===== src/rtl/interrupt_controller.sv =====
// rtl/interrupt_controller.sv - edge-latched, masked, lowest-index-first interrupt controller
// Define IRQ_SYNC_EN to place a 2-flop synchroniser on every IRQ line ahead of edge detection.
module interrupt_controller #(
    parameter int          NUM_IRQ    = 4,
    parameter logic [15:0] VEC_BASE   = 16'h0100,
    parameter logic [15:0] VEC_STRIDE = 16'h0010
) (
    input  logic               CLK,
    input  logic               CLR,
    input  logic [NUM_IRQ-1:0] IRQ,
    input  logic               IntEnable,
    input  logic               MaskWrite,
    input  logic [NUM_IRQ-1:0] MaskData,
    input  logic               EPCWrite,
    input  logic               InterruptDone,
    output logic               InterruptIn,
    output logic               InterruptHandler,
    output logic [2:0]         IntID,
    output logic [15:0]        IntVector,
    output logic [NUM_IRQ-1:0] Pending,
    output logic [NUM_IRQ-1:0] Mask
);
    typedef enum logic [1:0] {IDLE, REQUEST, SERVICE} state_t;

    state_t             state, stateNext;
    logic [NUM_IRQ-1:0] irqSampled, irqHist, irqRise, eligible, clearMask;
    logic [2:0]         winner, intIdNext;
    logic               anyEligible, interruptInNext, handlerNext;

`ifdef IRQ_SYNC_EN
    logic [NUM_IRQ-1:0] irqSync1, irqSync2;

    always_ff @(posedge CLK or posedge CLR) begin
        if (CLR) begin
            irqSync1 <= '0;
            irqSync2 <= '0;
        end else begin
            irqSync1 <= IRQ;
            irqSync2 <= irqSync1;
        end
    end

    assign irqSampled = irqSync2;
`else
    assign irqSampled = IRQ;
`endif

    assign irqRise     = irqSampled & ~irqHist;
    assign eligible    = Pending & Mask & {NUM_IRQ{IntEnable}};
    assign anyEligible = |eligible;
    assign IntVector   = VEC_BASE + 16'(IntID) * VEC_STRIDE;

    // Scan downwards so the lowest set index is the last assignment and wins.
    always_comb begin
        winner = '0;
        for (int i = NUM_IRQ - 1; i >= 0; i--) begin
            if (eligible[i]) winner = 3'(i);
        end
    end

    always_comb begin
        clearMask = '0;
        if (state == REQUEST && EPCWrite)
            clearMask = {{(NUM_IRQ-1){1'b0}}, 1'b1} << IntID;
    end

    // A fresh rise on the line being acknowledged must survive, so set is OR'd after clear.
    always_ff @(posedge CLK or posedge CLR) begin
        if (CLR) begin
            irqHist <= '0;
            Pending <= '0;
            Mask    <= '1;
        end else begin
            irqHist <= irqSampled;
            Pending <= (Pending & ~clearMask) | irqRise;
            if (MaskWrite) Mask <= MaskData;
        end
    end

    always_ff @(posedge CLK or posedge CLR) begin
        if (CLR) begin
            state            <= IDLE;
            IntID            <= '0;
            InterruptIn      <= 1'b0;
            InterruptHandler <= 1'b0;
        end else begin
            state            <= stateNext;
            IntID            <= intIdNext;
            InterruptIn      <= interruptInNext;
            InterruptHandler <= handlerNext;
        end
    end

    always_comb begin
        stateNext       = state;
        intIdNext       = IntID;
        interruptInNext = InterruptIn;
        handlerNext     = InterruptHandler;
        case (state)
            IDLE: begin
                if (anyEligible) begin
                    stateNext       = REQUEST;
                    intIdNext       = winner;
                    interruptInNext = 1'b1;
                end
            end
            REQUEST: begin
                if (EPCWrite) begin
                    stateNext       = SERVICE;
                    interruptInNext = 1'b0;
                    handlerNext     = 1'b1;
                end
            end
            SERVICE: begin
                if (InterruptDone) begin
                    stateNext   = IDLE;
                    handlerNext = 1'b0;
                end
            end
            default: begin
                stateNext       = IDLE;
                interruptInNext = 1'b0;
                handlerNext     = 1'b0;
            end
        endcase
    end
endmodule


===== config.mk =====
export PLATFORM = sky130hd
export DESIGN_NAME = interrupt_controller
export DESIGN_NICKNAME = d
export VERILOG_FILES = /design/src/rtl/interrupt_controller.sv
export SDC_FILE = /design/constraint.sdc
export NUM_CORES = 1
export LEC_CHECK = 0
export CAP_MARGIN = 10
export CORE_UTILIZATION = 45
export DETAILED_ROUTE_END_ITERATION = 10
export DONT_BUFFER_PORTS = 1
export GPL_TIMING_DRIVEN = 0
export PLACE_DENSITY = 0.58
export SETUP_SLACK_MARGIN = 0.15
export SLEW_MARGIN = 0
export SYNTH_ARGS = -nofsm -noshare
export SYNTH_HDL_FRONTEND = slang
export SYNTH_SLANG_ARGS = --single-unit

===== constraint.sdc =====
create_clock -name CLK -period 1.7 [get_ports CLK]
set_clock_uncertainty 0.05 [all_clocks]
set_input_delay 0.17 -clock CLK [delete_from_list [all_inputs] [get_ports CLK]]
set_output_delay 0.17 -clock CLK [all_outputs]
set_load 0.02 [all_outputs]

# After elaboration in Yosys (flattened, before gate mapping)
# Index checks and enable logic that the tools add are counted.
# W data, S select, Z words.
dict set report word_totals {
  regBits 19
  input_bits 14
  out_inout_bits 29
  wordCells 45
}
dict set report classes {
  addsub 1
  n_eq_ne 5
  shift 1
  n_mux 15
  bitwise 9
  reduce_logical 7
}
# cell n
set ops {}
lappend ops {{$and A4 B4 Y4} 4}
lappend ops {{$add A9 B7 Y10 const A} 1}
lappend ops {{$mux W3} 3}
lappend ops {{$reduce_and A3 Y1} 3}
lappend ops {{$mux W2} 4}
lappend ops {{$not A4 Y4} 2}
lappend ops {{$ne A2 B2 Y1 const B} 3}
lappend ops {{$pmux W1 S3} 2}
lappend ops {{$pmux W2 S3} 1}
lappend ops {{$mux W1} 4}
lappend ops {{$mux W4} 1}
lappend ops {{$or A4 B4 Y4} 1}
lappend ops {{$reduce_or A4 Y1} 1}
lappend ops {{$shl A1 B3 Y4 const A} 1}
lappend ops {{$eq A2 B1 Y1 const B} 1}
lappend ops {{$eq A2 B2 Y1 const B} 1}
lappend ops {{$logic_not A2 Y1} 1}
lappend ops {{$not A1 Y1} 2}
lappend ops {{$reduce_and A2 Y1} 1}
lappend ops {{$logic_and A1 B1 Y1} 1}

# Longest topological paths before layout
dict set report logic_depth {
  depth_word 6
  ltp_mapped 4
  ltp_nobuf 4
}

# Least setup slack after synthesis
# OpenSTA, ideal clock, no wires.
dict set report synth_path {
  path_type {register -> register}
  from {reg Mask[0]}
  to {reg IntID[0]}
  setup_time_ns 0.125
  arrival_ns 1.168
  required_time_ns 1.525
  setup_slack_ns 0.357
  stages_incl_launch_ff 5
  path_buffers 0
  synth_period_minus_slack_ns 1.343
  cell_sequence {dfstp_2 nand2_1 nand2_1 o21a_4 mux2_4}
}
dict set report synth_between {
  elab_chain_cells 4
  word_cells_on_any_way 5
  classes_between {mux (1); bitwise (2); reduce/logical (2)}
}
# item line_no
set synth_rtl {}
lappend synth_rtl {{from (decl)} 21} ;# output logic [NUM_IRQ-1:0] Mask
lappend synth_rtl {{from (signal assigned)} 76} ;# if (MaskWrite) Mask <= MaskData;
lappend synth_rtl {{$and A4 B4 Y4 * (2 in series)} 49} ;# assign eligible = Pending & Mask & {NUM_IRQ{IntEnable}};
lappend synth_rtl {{$reduce_or A4 Y1} 50} ;# assign anyEligible = |eligible;
lappend synth_rtl {{$reduce_and A2 Y1 (no line)} n/a}
lappend synth_rtl {{to (signal assigned)} 88} ;# IntID <= intIdNext;
lappend synth_rtl {{to (decl)} 18} ;# output logic [2:0] IntID,
# Every way passes the cells marked *; elsewhere a longest branch is shown, timed or not.
# A chain may end at the register's enable or synchronous reset.

==> out/metrics.csv <==
metric;value;unit
max-cap viol count;0;
CTS tree;built;
IO Port Bufs;0;
fin crit period;1.454;ns
Die Y-Extent;45.87;um
DP HPWL;1.062;mm
core area;1764;um^2
Min-Delay Path Class;in2reg;
Hold Vio Cnt, Final;0;
commonest non-fill, non-tap cell in the layout;buf_4;
Worst Path Arrival;1.65;ns
switching power;0.0005808;W
area of the multi-input gates;309.0;um^2
CP max-delay cell;dfstp_2;
most frequent cells in the layout;buf_4, conb_1, dfrtp_1, dlygate4sd3_1, nand2_1;
grt ovf;0;
Final Max Tran Viols;0;
RePlAce Congestion;0.6788;
drt pass-1 iters;4;
ranking of synthesized cells by area;dfrtp_1, buf_4, dfstp_2;
Comb pwr share;27.5;%
depth of the CTS H-tree;1;
Rel. slew slack;55.44;%
worst slew pin tran;0.6676;ns
Reg area;455.4;um^2
synth warn;0;
total CTS buffers;3;
Startpoint Class;register;
drt total wl;1.604;mm
critical-path cell list;mux2_2 > dlygate4sd3_1;
unrepaired setup endpoints after global routing;no;
io pins;43;
Layout area overhead;29.62;%
largest area contributor in the netlist;dfrtp_1;
Power Dens Cells;1310;nW/um^2
gr usage total;18.45;%
Clock transition at path regs;0.10;ns
Initial Utilization;49.08;%
Sw Ratio;39.51;%
Crit Path Max Fanout;3;
Seq/Total Area, Yosys;52.60;%
Yosys cell types;20;
Post-Syn Area;865.8;um^2
row cnt;15;
Max Fclk;687.6;MHz
setup violators final;0;
sequential power share;54.5;%
number of fill cells in the layout;155;
initial antenna violation count;0;
via count of the first global-routing pass;552;
fin crit share;85.54;%
largest net degree at the start of global routing;19;
Mapped Cells;81;
run status;finished clean;
routed vias/inst;4.540;
via count;622;
Worst Path Required;1.90;ns
Worst VDD drop;0.0006854;V
Clock Tree Buf Depth;2;
max incr delay on CP;0.62;ns
Syn Area/Cell;10.69;um^2
Internal Power;0.0008892;W
CTS Root Cell;clkbuf_4;
die footprint;2104;um^2
total clock sinks;18;
CP Capture Type;register;
DRC errors left;0;
Routed Antenna Nets;0;
leakage;0.5520;nW
Worst Setup Path Type;reg2reg;
share of layout cells above drive strength 1;29.46;%
post-DR wirelength/cell;11.71;um
1st-iter DRT viols;3;
first-pass GRT wire length;2.525;mm
Post-Route Setup TNS;0;ns
#FFs+latches synth;18;
Die Width;45.87;um
NumNets Final;127;
Design Power;0.001470;W
ANT cells;0;
post-cts resize count;0;
internal reg-to-reg setup slack;0.25;ns
top-area cell type share of the netlist area;40.46;%
clock power share;18.0;%
clock latency on the worst-skew pair;0.30;ns
[state kept, by name (all words and copies together), names as in the netlist]
register	cells
Mask	4
InterruptIn	1
state	2
InterruptHandler	1
irqHist	4
IntID	2
Pending	4
[synth_stat cells]
cell type,n
mux2_2,4
conb_1,2
dfrtp_1,14
or2_1,1
nand3b_1,1
nand4b_1,1
a21o_2,1
nand3_1,1
o31ai_1,2
a21oi_1,3
o21a_4,1
nor3b_1,1
nor2_1,1
o21ai_0,8
mux2_4,1
nand2_1,11
inv_1,6
dfstp_2,4
nor3b_4,1
buf_4,17
[metrics by stage]
stage / cells / setup slack [ns] / utilization [%] / hold WS, ns / cell area, um^2
6_report: 137 / 0.2457 / 63.62 / 0.01190 / 1122
5_1_grt: 137 / 0.2108 / 63.62 / 0.02570 / 1122
4_1_cts: 137 / 0.2726 / 63.62 / 0.01321 / 1122
3_5_place_dp: 119 / 0.2995 / 53.62 / 0.1351 / 945.9
3_3_place_gp: 119 / 0.3055 / 53.62 / 0.1311 / 945.9
2_1_floorplan: 94 / 0.3568 / - / 0.05565 / 914.6
[metal layers]
layer	vias up	GRT usage, %	routed length, um
met2	37	32.68	839
met1	283	18.65	586
met3	5	4.762	134
met5	-	0	0
met4	0	12.35	43
li1	297	-	-
[worst paths after layout]
check,from,depth (start not counted),endpoint
setup / recovery,Mask[0],2,Mask[0]
hold / removal,InterruptDone,3,InterruptHandler
setup reg to reg,Mask[0],2,Mask[0]
hold reg to reg,irqHist[2],1,Pending[2]
max in group asynchronous,CLR,2,irqHist[0]
min in group asynchronous,CLR,2,Pending[1]
[power groups by stage]
stage               sequential, W  clock, W  combinational (W)
finish                   0.000801  0.000265           0.000404
global route             0.000819  0.000290           0.000452
CTS                      0.000801  0.000270           0.000400
detailed placement       0.000811         0           0.000367
global placement         0.000808         0           0.000361
floorplan                0.000768         0           0.000335
[worst max-delay path: cells and delay by family (launching register included)]
family                 cells  cell delay [ns]
buffers and inverters      1             0.56
DFF                        1             0.62
muxes                      1             0.17
[cells by family after synthesis]
| group | count (synthesis) | synth area share [%] |
|---|---|---|
| other | 2 | 0.8674 |
| flip-flops | 18 | 52.60 |
| buffers and inverters | 23 | 17.34 |
| AO/OA/AOI/OAI | 15 | 10.84 |
| AND/OR/NAND/NOR | 18 | 11.42 |
| multiplexers | 5 | 6.936 |
[layout make-up]
type / count / area share [%]
flip-flops and latches: 18 / 40.58
multi-input cells: 53 / 27.54
repair buffers: 14 / 12.49
plain buffers: 17 / 11.37
clock buffers: 4 / 3.233
well taps: 25 / 2.787
inverters: 6 / 2.007
[what timing repair did]
item | CTS | global route
endpoints found under the hold margin | 27 | 0
hold buffers | 14 | 0
setup buffers | 0 | 0
setup endpoints to repair | 0 | 0
No activity file was read; power rests on OpenSTA's default activity.
